--- src/rtl/sysbus_pkg.sv ---
// Shared state encoding, access-size masks and defaults for the sysbus
// instruction/data bus interface unit.
package sysbus_pkg;

    typedef enum logic [1:0] {
        IDLE,
        FETCH,
        LOAD,
        STORE
    } state_e;

    localparam logic [3:0] MASK_BYTE = 4'h1;
    localparam logic [3:0] MASK_HALF = 4'h3;
    localparam logic [3:0] MASK_WORD = 4'hF;

    localparam int unsigned TIMEOUT_DEFAULT = 255;

    function automatic logic misaligned(input logic [1:0] lane, input logic [3:0] mask);
        return ((mask == MASK_HALF) && lane[0]) || ((mask == MASK_WORD) && (lane != 2'b00));
    endfunction

endpackage

--- src/rtl/sysbus_align.sv ---
// Byte-lane steering: load lane extract with sign/zero extension and
// store lane shift with byte-enable generation.
module sysbus_align
    import sysbus_pkg::*;
(
    input  logic [31:0] ld_word_i,
    input  logic [1:0]  ld_lane_i,
    input  logic [3:0]  ld_mask_i,
    input  logic        ld_unsigned_i,
    output logic [31:0] ld_data_o,
    input  logic [31:0] st_data_i,
    input  logic [1:0]  st_lane_i,
    input  logic [3:0]  st_mask_i,
    output logic [3:0]  st_be_o,
    output logic [31:0] st_data_o
);

    logic [31:0] lane_word;

    always_comb begin
        lane_word = ld_word_i >> {ld_lane_i, 3'b000};
        case (ld_mask_i)
            MASK_BYTE: ld_data_o = {{24{~ld_unsigned_i & lane_word[7]}}, lane_word[7:0]};
            MASK_HALF: ld_data_o = {{16{~ld_unsigned_i & lane_word[15]}}, lane_word[15:0]};
            default:   ld_data_o = ld_word_i;
        endcase
        st_be_o   = st_mask_i << st_lane_i;
        st_data_o = st_data_i << {st_lane_i, 3'b000};
    end

endmodule

--- src/rtl/sysbus.sv ---
// Single-transaction bus interface unit arbitrating instruction fetch and
// data load/store onto one request/ack memory bus, with wait timeout.
module sysbus
    import sysbus_pkg::*;
#(
    parameter int unsigned TIMEOUT = TIMEOUT_DEFAULT
) (
    input  logic        clk,
    input  logic        rst,
    input  logic [31:0] inst_addr,
    output logic [31:0] inst_o,
    output logic        inst_vld_o,
    input  logic        mem_re,
    input  logic        mem_we,
    input  logic [31:0] addr,
    input  logic [3:0]  byte_mask,
    input  logic        un_sign,
    input  logic [31:0] wdata,
    output logic [31:0] rdata_o,
    output logic        rdata_vld_o,
    output logic        hold_o,
    output logic        err_o,
    output logic        bus_req_o,
    output logic        bus_we_o,
    output logic [31:0] bus_addr_o,
    output logic [3:0]  bus_be_o,
    output logic [31:0] bus_wdata_o,
    input  logic        bus_ack,
    input  logic [31:0] bus_rdata
);

    localparam logic [7:0] WAIT_LAST = 8'(TIMEOUT - 1);

    state_e      state_q, state_d;
    logic [7:0]  cnt_q, cnt_d;
    logic [31:0] addr_q, addr_d;
    logic [3:0]  be_q, be_d;
    logic [31:0] wdata_q, wdata_d;
    logic [3:0]  mask_q, mask_d;
    logic        uns_q, uns_d;
    logic [31:0] inst_q, inst_d;
    logic        inst_vld_q, inst_vld_d;
    logic [31:0] rdata_q, rdata_d;
    logic        rdata_vld_q, rdata_vld_d;
    logic        err_q, err_d;
    logic        mis_q, mis_d;

    logic [31:0] ld_data;
    logic [3:0]  st_be;
    logic [31:0] st_data;
    logic        data_req;
    logic        data_state;

    assign data_req   = mem_re | mem_we;
    assign data_state = (state_q == LOAD) || (state_q == STORE);

    sysbus_align u_align (
        .ld_word_i     (bus_rdata),
        .ld_lane_i     (addr_q[1:0]),
        .ld_mask_i     (mask_q),
        .ld_unsigned_i (uns_q),
        .ld_data_o     (ld_data),
        .st_data_i     (wdata),
        .st_lane_i     (addr[1:0]),
        .st_mask_i     (byte_mask),
        .st_be_o       (st_be),
        .st_data_o     (st_data)
    );

    always_ff @(posedge clk or negedge rst) begin
        if (!rst) begin
            state_q     <= IDLE;
            cnt_q       <= '0;
            addr_q      <= '0;
            be_q        <= '0;
            wdata_q     <= '0;
            mask_q      <= '0;
            uns_q       <= 1'b0;
            inst_q      <= '0;
            inst_vld_q  <= 1'b0;
            rdata_q     <= '0;
            rdata_vld_q <= 1'b0;
            err_q       <= 1'b0;
            mis_q       <= 1'b0;
        end else begin
            state_q     <= state_d;
            cnt_q       <= cnt_d;
            addr_q      <= addr_d;
            be_q        <= be_d;
            wdata_q     <= wdata_d;
            mask_q      <= mask_d;
            uns_q       <= uns_d;
            inst_q      <= inst_d;
            inst_vld_q  <= inst_vld_d;
            rdata_q     <= rdata_d;
            rdata_vld_q <= rdata_vld_d;
            err_q       <= err_d;
            mis_q       <= mis_d;
        end
    end

    always_comb begin
        state_d     = state_q;
        cnt_d       = cnt_q + 8'd1;
        addr_d      = addr_q;
        be_d        = be_q;
        wdata_d     = wdata_q;
        mask_d      = mask_q;
        uns_d       = uns_q;
        inst_d      = inst_q;
        inst_vld_d  = 1'b0;
        rdata_d     = rdata_q;
        rdata_vld_d = 1'b0;
        err_d       = 1'b0;
        mis_d       = 1'b0;

        case (state_q)
            IDLE: begin
                cnt_d = '0;
                // A rejected misaligned access completes here: release the stall, issue nothing.
                if (mis_q) begin
                    state_d = IDLE;
                end else if (data_req) begin
                    err_d = mem_re & mem_we;
                    if (misaligned(addr[1:0], byte_mask)) begin
                        err_d = 1'b1;
                        mis_d = 1'b1;
                    end else begin
                        state_d = mem_re ? LOAD : STORE;
                        addr_d  = addr;
                        be_d    = mem_re ? MASK_WORD : st_be;
                        wdata_d = st_data;
                        mask_d  = byte_mask;
                        uns_d   = un_sign;
                    end
                end else begin
                    state_d = FETCH;
                    addr_d  = inst_addr;
                    be_d    = MASK_WORD;
                end
            end
            default: begin
                if (bus_ack) begin
                    state_d = IDLE;
                    if (state_q == FETCH) begin
                        inst_d     = bus_rdata;
                        inst_vld_d = 1'b1;
                    end else if (state_q == LOAD) begin
                        rdata_d     = ld_data;
                        rdata_vld_d = 1'b1;
                    end
                end else if (cnt_q == WAIT_LAST) begin
                    state_d = IDLE;
                    err_d   = 1'b1;
                end
            end
        endcase
    end

    assign bus_req_o   = (state_q != IDLE);
    assign bus_we_o    = (state_q == STORE);
    assign bus_addr_o  = {addr_q[31:2], 2'b00};
    assign bus_be_o    = be_q;
    assign bus_wdata_o = wdata_q;
    assign inst_o      = inst_q;
    assign inst_vld_o  = inst_vld_q;
    assign rdata_o     = rdata_q;
    assign rdata_vld_o = rdata_vld_q;
    assign err_o       = err_q;
    // Gated by rst so the stall drops in the same cycle reset is applied.
    assign hold_o      = rst & data_req & ~mis_q & ~(data_state & bus_ack);

endmodule

--- config.mk ---
export PLATFORM = sky130hd
export DESIGN_NAME = sysbus
export DESIGN_NICKNAME = d
export VERILOG_FILES = /design/src/rtl/sysbus_pkg.sv /design/src/rtl/sysbus_align.sv /design/src/rtl/sysbus.sv
export SDC_FILE = /design/constraint.sdc
export NUM_CORES = 1
export LEC_CHECK = 0
export CAP_MARGIN = 20
export CORE_ASPECT_RATIO = 0.75
export CORE_MARGIN = 10
export CORE_UTILIZATION = 45
export DETAILED_ROUTE_END_ITERATION = 10
export PLACE_DENSITY = 0.86
export SLEW_MARGIN = 20
export SYNTH_ARGS = -nofsm -noshare
export SYNTH_HDL_FRONTEND = slang
export SYNTH_SLANG_ARGS = --single-unit
--- constraint.sdc ---
create_clock -name clk -period 2.35 [get_ports clk]
set_input_delay 0.47 -clock clk [delete_from_list [all_inputs] [get_ports clk]]
set_output_delay 0.47 -clock clk [all_outputs]
set_load 0.03 [all_outputs]
==> key figures, run 1 <==
Critical path
  – Crit Reg-Reg Startpoint: mask_q[3]
  – CP Class: in -> out
  – Reg-to-reg setup timing slack: 0.31 ns
  – Critical Path Sink Type: output port
  – Worst endpoint data arrival time: 1.79 ns
  – Worst setup path startpoint: mem_re
  – Crit path launch type: primary input
  – Worst-path fanout max: 5
  – CP required: about 1.9 ns

Placed design
  – Final HPWL DP: about 18000 µm
  – GP Congestion: about 0.9
  – Place WS: 0.02382 ns
  – Buffers added on ports: about 270

Clock network
  – Hold buffer count at cts: 0
  – Register clock-pin slew on the reported worst setup and hold paths: 0.06 ns
  – Postcts setup bufs: 0
  – Clock Latency Late Sink: approximately 0.42 ns
  – Post-cts sizing count: 0
  – Clock Tree Root: clkbuf_16
  – CTS Buf Count: 17
  – Clock Tree Buf Depth: 2
  – CTS tree: yes
  – CTS Sinks: roughly 150
  – H-Tree Depth: 4

Synthesis
  – Synth Area in Compound Gates: 0.08654
  – Synth Area in XOR/XNOR: 0.008234
  – Synth warn: 0
  – Post-synth EDFFs: 0
  – Sequential area share after synthesis: 0.5075
  – Mapped Area: 0.007446 mm²
  – Async S/R FF share, synth: 1.000
  – Main synth FF type: dfrtp_1
  – FF+latch count, synth: 151
  – Cell variety after synth: 51
  – Avg Cell Area, Syn: 11.39 µm²
  – Cells after synthesis: 654
  – Synth Area in Adders: 0.003361
  – Mux contribution to synthesized area: 0.2319
  – Simple-gate share of the synthesized area: 0.09847
  – Main combinational cell family by area after synthesis: multiplexers

Global routing
  – Met2 Usage GRT: 0.3220
  – Vias in the first global route: 6254
  – Met1 Usage GRT: 0.2679
  – GRT Util Overall: 0.2080
  – First-pass GRT wire length: 36800 µm
  – Global route overflow: 0
  – Met3 usage: 0.07420
  – Pin count of the biggest net entering global routing: 152
  – Busiest grt layer: met2
  – Initial antenna violation count: 0

STA
  – Normalized max-slew margin: 0.3734
  – Final min period: 2.264 ns
  – Final Setup Violations: 0
  – Pins Over Slew Limit: 0
  – Actual slew at the worst max-slew pin: 0.9399 ns
  – Final WS setup: ~0.086 ns
  – Fin crit share: 0.9634
  – Fmax: 441.7 MHz
  – RSZ-0062 raised after global routing: false
  – Hold Fails Final Rpt: 0
  – Layout Skew: 0.01509 ns
  – Setup_tns: 0 ns

Run status
  – Status: completed

Floorplanning
  – Placement Rows: 40
  – Chip Width: 168.5 µm
  – Core box area: 0.01612 mm²
  – Die height: 131.4 µm
  – Full die area: roughly 0.022 mm²
  – Ports: 276
  – Starting density of the core: 0.4620

Final layout
  – Fraction of layout cells with a size suffix above 1: 0.2022
  – Nets: around 1000
  – Area Overhead vs Synth: 47.19%
  – N_diodes: 0

Route
  – Via count: about 6000
  – Antenna-violating nets left: 0
  – Routed WL: 23330 µm
  – Vias per cell: 5.291
  – Drt first pass iters: 5
  – Starting DRC count in detailed routing: 568
  – # DRC: 0
  – DR WL/cell: ~21 µm

Pwr
  – Pwr per Cell Area: ~1400 mW/mm²
  – P_leak: 4.695 nW
  – Peak VDD IR: about 620 µV

Min path
  – Min-delay worst type: in -> async

Job
  – Max capacitance violation total: 0
-- power by group --
group | switching (mW) | internal, mW | total, mW | leakage (nW)
Clock | 1.09 | 1.94 | 3.03 | 0.313
Sequential | 0.705 | 3.80 | 4.51 | 1.83
Combinational | 4.47 | 3.69 | 8.16 | 2.55
-- cells in the final DEF (no fill, tap or decap), types with 3 or more instances in the layout --
cell	n
a31oi_1	7
and2_1	10
o21ai_0	16
xor2_1	5
dfrtp_1	151
a221o_1	15
clkdlybuf4s50_1	271
nor2b_1	12
a21oi_1	21
nand3_1	3
inv_1	15
mux2i_1	36
nand2_1	66
nor2_1	47
a211oi_1	8
mux2_2	120
buf_4	19
o31ai_1	7
nand2b_1	9
buf_12	6
nor3_1	4
clkbuf_16	17
bufinv_16	5
-- worst paths after layout --
check | cells after the start | endpoint
worst min register to register | 2 | inst_o[4]
worst min-delay path | 2 | addr_q[17]
worst max-delay path | 4 | hold_o
max in group asynchronous | 2 | rdata_o[23]
worst max register to register | 4 | rdata_o[12]
min in group clk | 2 | inst_o[4]
-- worst max-delay path: stages --
cell             delay, ns
clkdlybuf4s50_1       0.59
nor2_4                0.07
nor4bb_1              0.41
buf_4                 0.24
-- routing by layer --
| metal | wire length [µm] | up-vias |
|---|---|---|
| met5 | 0 | - |
| met4 | 386 | 0 |
| met3 | 1897 | 25 |
| met2 | 10960 | 248 |
| met1 | 10090 | 2930 |
| li1 | - | 2749 |
-- synthesized netlist by cell type (2+ instances only) --
cell,instances,area share
a211oi_1,8,0.0081
a21oi_1,21,0.014
a221o_1,15,0.020
a31oi_1,7,0.0059
and2_1,10,0.0084
and3_1,2,0.0017
buf_1,3,0.0015
buf_2,12,0.0081
buf_4,36,0.036
clkbuf_1,16,0.0081
dfrtp_1,151,0.51
ha_1,2,0.0034
inv_1,15,0.0076
mux2_2,120,0.18
mux2i_1,36,0.048
nand2_1,66,0.033
nand2b_1,9,0.0076
nand3_1,3,0.0020
nand4_1,2,0.0017
nor2_1,48,0.024
nor2b_1,12,0.010
nor3_1,4,0.0027
o21ai_0,16,0.011
o21bai_1,2,0.0020
o31ai_1,7,0.0071
xnor2_1,2,0.0024
xor2_1,5,0.0059
-- flip-flops by register name, indices dropped and copies added (netlist names) --
name and cells:
bus_be_o 4, addr_q 32, bus_wdata_o 32, state_q 2
err_o 1, inst_vld_o 1, cnt_q 8, mis_q 1
mask_q 4, rdata_o 32, inst_o 32, rdata_vld_o 1
uns_q 1
-- logic make-up (layout without fill, tap and decap cells) --
family                     count (synthesis)  count (layout)
xor gates and xnor gates                   7               7
DFF                                      151             151
other                                      1               2
and+or+nand+nor                          162             162
AOI/OAI and AO/OA                         90              90
muxes                                    157             157
adders and majority gates                  2               2
buffers and inverters                     84             344
-- through the flow --
| stage | area (µm²) | power (mW) | std cells | utilization | hold WS [ns] |
|---|---|---|---|---|---|
| after global routing | 10960 | 16.48 | 1125 | 0.6800 | 0.2292 |
| final | 10960 | 15.70 | 1125 | 0.6800 | 0.1082 |
| after global placement | 10310 | 12.56 | 1094 | 0.6395 | 0.4571 |
| after detailed placement | 10310 | 12.73 | 1094 | 0.6395 | 0.4695 |
| after floorplan | 7450 | 9.536 | 655 | - | 0.1744 |
| after CTS | 10960 | 15.84 | 1125 | 0.6800 | 0.2673 |
-- layout make-up --
class	count	area (µm²)
clock inverters	11	196.4
well taps	210	262.8
clock buffers	20	456.7
fillers	1220	5156
inverters	16	60.06
flip-flops and latches	151	3779
multi-input cells	420	3218
repair buffers	297	2987
No activity file was read; power rests on OpenSTA's default activity.
==> run 2, diff against run 1 <==
==> constraint.sdc (replaced) <==
create_clock -name clk -period 2.6 [get_ports clk]
set_input_delay 0.52 -clock clk [delete_from_list [all_inputs] [get_ports clk]]
set_output_delay 0.52 -clock clk [all_outputs]
set_load 0.03 [all_outputs]
==> run 2 against run 1 <==
Effect of this change: via count decreased by 1.8%; largest cell class unchanged; cell area decreased by 0.50%; worst setup slack improved by 0.17 ns; register-to-register slack improved by 0.14 ns; combinational power decreased by 10%; global-route usage about the same.
==> key figures, run 2 (synthesized netlist as in run 1, its figures left out) <==
Clock network
  – Hold buffer count at cts: 0
  – Register clock-pin slew on the reported worst setup and hold paths: 0.06 ns
  – H-Tree Depth: 4
  – Postcts setup bufs: 0
  – Clock Latency Late Sink: 0.41 ns
  – CTS Buf Count: 17
  – Clock Tree Root: clkbuf_16
  – CTS tree: yes
  – Post-cts sizing count: 0
  – Clock Tree Buf Depth: 2
  – CTS Sinks: 151

Floorplanning
  – Ports: 276
  – Full die area: between 0.02 and 0.025 mm²
  – Chip Width: between 150 and 200 µm
  – Core box area: roughly 0.016 mm²
  – Die height: around 130 µm
  – Placement Rows: 40
  – Starting density of the core: 0.4620

STA
  – Setup_tns: 0 ns
  – Fin crit share: 0.9028
  – Normalized max-slew margin: 0.3959
  – Layout Skew: 0.01014 ns
  – Pins Over Slew Limit: 0
  – Final min period: 2.347 ns
  – Hold Fails Final Rpt: 0
  – Final Setup Violations: 0
  – Actual slew at the worst max-slew pin: 0.9062 ns
  – Fmax: 426.0 MHz
  – Minimum hold slack: 0.1657 ns
  – RSZ-0062 raised after global routing: false

Critical path
  – Worst-path fanout max: 6
  – Worst endpoint data arrival time: 1.83 ns
  – Worst path cell trace: nor2_1 -> inv_1 -> clkdlybuf4s50_1
  – CP peak stage delay: 0.60 ns
  – Crit path launch type: register
  – Critical path's slowest cell: clkdlybuf4s50_1
  – Critical Path Sink Type: output port
  – CP required: 2.08 ns
  – CP Class: reg -> out

Final layout
  – Most common cell after layout, fill and taps aside: clkdlybuf4s50_1
  – Fraction of layout cells with a size suffix above 1: 0.1956
  – Area Overhead vs Synth: 46.45%
  – Leading cell types in the layout, fill and taps excluded: 271 x clkdlybuf4s50_1, 151 x dfrtp_1, 120 x mux2_2, 66 x nand2_1, 47 x nor2_1
  – N_diodes: 0
  – Nets: between 1000 and 1500

Route
  – Vias per cell: 5.220
  – Routed WL: 23280 µm
  – # DRC: 0
  – Via count: 5846
  – Antenna-violating nets left: 0
  – DR WL/cell: 20.78 µm
  – Starting DRC count in detailed routing: 430
  – Drt first pass iters: 5

Placed design
  – Final HPWL DP: 17660 µm
  – GP Congestion: around 0.9
  – Buffers added on ports: 273

Global routing
  – GRT Util Overall: 0.2085
  – Pin count of the biggest net entering global routing: 152
  – Vias in the first global route: 6276
  – Initial antenna violation count: 0
  – Global route overflow: 0
  – First-pass GRT wire length: 36730 µm

Pwr
  – P_int: ~8.4 mW
  – Peak VDD IR: around 600 µV
  – Psw: 5.628 mW
  – Fraction of power consumed by combinational cells: 0.520
  – Pwr per Cell Area: ~1300 mW/mm²
  – Part of the power in registers: 0.290
  – Clk pwr share: 0.190
  – P_leak: 4.655 nW
  – Switching part of the total: 0.4001

Run status
  – Status: completed

Job
  – Max capacitance violation total: 0

Min path
  – Min-delay worst type: in -> async
-- run 2: cell types whose count changed in the layout (fill, tap and decap cells not counted) --
cell / delta
clkbuf_8: -2
clkbuf_1: +2
clkinvlp_4: +1
buf_4: -5
clkinv_2: -1
-- run 2: through the flow --
stage                     cell area [µm²]  std cells  utilization  power, mW  setup WS (ns)
after floorplan                      7450        655            -      8.619         0.2217
after global placement              10270       1089       0.6372      11.30         0.1448
after detailed placement            10270       1089       0.6372      11.45        0.07739
after CTS                           10900       1120       0.6766      14.21         0.2322
after global routing                10900       1120       0.6766      14.78         0.1670
final                               10900       1120       0.6766      14.07         0.2527
-- run 2: layout make-up --
type / instances / area (µm²)
Tap cell: 210 / 262.8
Sequential cell: 151 / 3779
Inverter: 16 / 60.06
Clock buffer: 20 / 436.7
Fill cell: 1201 / 5211
Timing Repair Buffer: 292 / 2949
Clock inverter: 11 / 198.9
Multi-Input combinational cell: 420 / 3218
-- run 2: final timing paths --
check / endpoint / startpoint / slack (ns) / depth (start not counted)
hold reg to reg: inst_o[6] / inst_o[6] / 0.47 / 2
setup / recovery: bus_req_o / state_q[1] / 0.25 / 3
max in group asynchronous: addr_q[23] / rst / 1.69 / 2
setup reg to reg: rdata_o[12] / mask_q[3] / 0.45 / 4
hold / removal: bus_be_o[3] / rst / 0.17 / 2
min in group clk: inst_o[6] / inst_o[6] / 0.47 / 2
-- run 2: power groups by stage --
stage,logic (mW),clock network (mW),registers (mW)
floorplan,3.15,0,5.47
global placement,7.26,0,4.04
CTS,7.39,2.75,4.08
global route,7.73,2.82,4.23
finish,7.31,2.68,4.08
detailed placement,7.36,0,4.10
-- run 2: layer usage --
layer / vias up / track usage / wire (µm)
met4: 0 / 0.07625 / 445
met1: 2864 / 0.2723 / 10030
met5: - / 0 / 0
li1: 2749 / - / -
met3: 26 / 0.07479 / 1908
met2: 207 / 0.3107 / 10890
-- run 2: critical path, delay by kind of cell (launching register included) --
kind	cells	cell delay (ns)
buffers and inverters	2	0.69
DFF	1	0.44
and+or+nand+nor	1	0.30
==> run 3, diff against run 2 <==
--- a/config.mk
+++ b/config.mk
@@ -5,12 +5,13 @@
 export SDC_FILE = /design/constraint.sdc
 export NUM_CORES = 1
 export LEC_CHECK = 0
+export ABC_AREA = 1
 export CAP_MARGIN = 20
 export CORE_ASPECT_RATIO = 0.75
 export CORE_MARGIN = 10
-export CORE_UTILIZATION = 45
+export CORE_UTILIZATION = 46
 export DETAILED_ROUTE_END_ITERATION = 10
-export PLACE_DENSITY = 0.86
+export PLACE_DENSITY = 0.87
 export SLEW_MARGIN = 20
 export SYNTH_ARGS = -nofsm -noshare
 export SYNTH_HDL_FRONTEND = slang
==> run 3 against run 2 <==
Effect of this change: area after synthesis increased by 4.8%; critical endpoint unchanged; hold slack improved by 0.018 ns; via count increased by 29%; clock power decreased by 11%; synthesized cell count increased by 51%; first-iteration DRC count increased by 75%; critical path type unchanged.
==> key figures, run 3 <==
Run status
  – Status: completed

Synthesis
  – Post-synth EDFFs: 0
  – Post-synth top area share: 0.4841
  – Cells after synthesis: 988
  – Top cells by count, synth: 347 x nand2_1, 151 x dfrtp_1, 93 x o21ai_0, 60 x inv_1, 60 x nand3_1
  – Synth area leaders: dfrtp_1 48%, nand2_1 17%, o21ai_0 6.0%
  – Async S/R FF share, synth: 1.000
  – Yosys top cell by area: dfrtp_1
  – Avg Cell Area, Syn: about 7.9 µm²
  – Mapped Area: 0.007805 mm²
  – Synth warn: 0
  – Sequential area share after synthesis: 0.4841
  – Main synth FF type: dfrtp_1
  – Top-count cell post-synth: nand2_1
  – FF+latch count, synth: 151
  – Cell variety after synth: 34

STA
  – Hold Fails Final Rpt: 0
  – RSZ-0062 raised after global routing: false
  – Actual slew at the worst max-slew pin: 0.7188 ns
  – Normalized max-slew margin: 0.5208
  – Final min period: 2.378 ns
  – Fin crit share: 0.9148
  – Pins Over Slew Limit: 0
  – Minimum hold slack: about 0.18 ns
  – Layout Skew: about 0.012 ns
  – Setup_tns: 0 ns
  – Fmax: 420.4 MHz
  – Final Setup Violations: 0

Floorplanning
  – Starting density of the core: 0.4667
  – Chip Width: around 170 µm
  – Ports: 276
  – Full die area: 0.02263 mm²
  – Placement Rows: a little over 40
  – Core box area: 0.01672 mm²
  – Die height: 132.8 µm

Global routing
  – First-pass GRT wire length: 41140 µm
  – Pin count of the biggest net entering global routing: 101
  – GRT Util Overall: 0.2303
  – Vias in the first global route: ~7200
  – Initial antenna violation count: 2
  – Global route overflow: 0

Job
  – Max capacitance violation total: 0

Critical path
  – Critical Path Sink Type: output port
  – Family with the most delay on the worst path: buffers and inverters
  – Crit path launch type: register
  – Reg-to-reg setup timing slack: 0.60 ns
  – Crit path buf inv count: 2
  – CP peak stage delay: about 0.61 ns
  – Worst path cell trace: nor2_4 -> inv_4 -> clkdlybuf4s50_1
  – CP Class: reg -> out
  – Critical path's slowest cell: clkdlybuf4s50_1
  – Crit Reg-Reg Startpoint: addr_q[0]
  – Worst-path fanout max: 7
  – Worst endpoint data arrival time: 1.86 ns
  – Reg2reg end: rdata_o[2]
  – Reg2reg path depth: 4
  – CP required: 2.08 ns

Pwr
  – Power Total: 13.94 mW
  – Pwr per Cell Area: 1262 mW/mm²
  – P_leak: 5.182 nW
  – Peak VDD IR: around 630 µV

Final layout
  – Leading cell types in the layout, fill and taps excluded: 347 x nand2_1, 271 x clkdlybuf4s50_1, 151 x dfrtp_1, 93 x o21ai_0
  – Nets: 1357
  – Most common cell after layout, fill and taps aside: nand2_1
  – Area Overhead vs Synth: 41.55%
  – Fraction of layout cells with a size suffix above 1: 0.08218
  – Fin util: 0.6606
  – Fill cells: 1367
  – Non-Filler Instances: between 1000 and 1500

Route
  – Starting DRC count in detailed routing: 753
  – WL met1: 10840 µm
  – Met3 wirelength from detailed routing: 3148 µm
  – Drt first pass iters: 6
  – Vias per cell: 5.214
  – Routed WL: 26800 µm
  – Top layer reached by signal wires: met4
  – Via count: around 7500
  – # DRC: 0
  – Antenna-violating nets left: 0
  – DR WL/cell: ~19 µm
  – Met2 wire length: 12410 µm

Clock network
  – Postcts setup bufs: 0
  – H-Tree Depth: 4
  – Hold buffer count at cts: 0
  – CTS Buf Count: 17
  – Clock Tree Root: clkbuf_16
  – Post-cts sizing count: 0
  – CTS tree: yes
  – Register clock-pin slew on the reported worst setup and hold paths: ~0.06 ns
  – Clock Tree Buf Depth: 2
  – Clock Latency Late Sink: 0.42 ns
  – CTS Sinks: 151

Min path
  – Min-delay worst type: in -> async

Placed design
  – Final HPWL DP: 20470 µm
  – GP Congestion: 0.9769
  – Placed cells: 1413
  – Buffers added on ports: 273
==> run 3: metal layers <==
layer  global-route usage  vias up
met3              0.09212       30
met5                    0        -
met2               0.3638      387
met4              0.05688        0
met1               0.2877     3535
li1                     -     3588
==> run 3: where the power goes <==
group	total, mW	internal [mW]	leakage, nW	switching [mW]
clock network	2.39	1.34	0.272	1.05
logic	7.46	2.82	3.05	4.64
registers	4.09	3.42	1.86	0.670
==> run 3: final cells by class <==
cell class	instances	area, µm²	share of cell area
diodes	2	5.005	0.0004530
multi-input cells	688	3271	0.2960
clock buffers	17	425.4	0.03851
inverters	67	256.5	0.02322
repair buffers	292	2899	0.2624
flip-flops and latches	151	3779	0.3420
well taps	215	269.0	0.02435
clock inverters	14	143.9	0.01302
==> run 3: kinds of logic (layout without fill, tap and decap cells) <==
| group | count (synthesis) | in the layout | synth area share |
|---|---|---|---|
| mux | 30 | 30 | 0.03847 |
| other cells | 1 | 4 | 0.0004805 |
| flops | 151 | 151 | 0.4841 |
| fa+ha+maj | 2 | 2 | 0.003206 |
| simple gates | 502 | 502 | 0.2703 |
| compound gates | 152 | 152 | 0.1052 |
| buf+inv | 150 | 390 | 0.09827 |
==> run 3: worst max path at each step <==
stage                 endpoint  slack [ns]  cells after the start  startpoint
CTS                  bus_req_o        0.19                      3  state_q[1]
global route         bus_req_o        0.14                      3  state_q[1]
finish               bus_req_o        0.22                      3  state_q[1]
global placement    addr_q[23]        0.34                      5      mem_we
floorplan               hold_o        0.60                      4      mem_we
detailed placement  addr_q[23]        0.29                      5      mem_we
==> run 3: per-stage QoR <==
step / instance area [µm²] / setup WS (ns)
finish: 11050 / 0.2216
global route: 11050 / 0.1375
CTS: 11040 / 0.1900
detailed placement: 10470 / 0.2877
global placement: 10470 / 0.3417
floorplan: 7809 / 0.5983
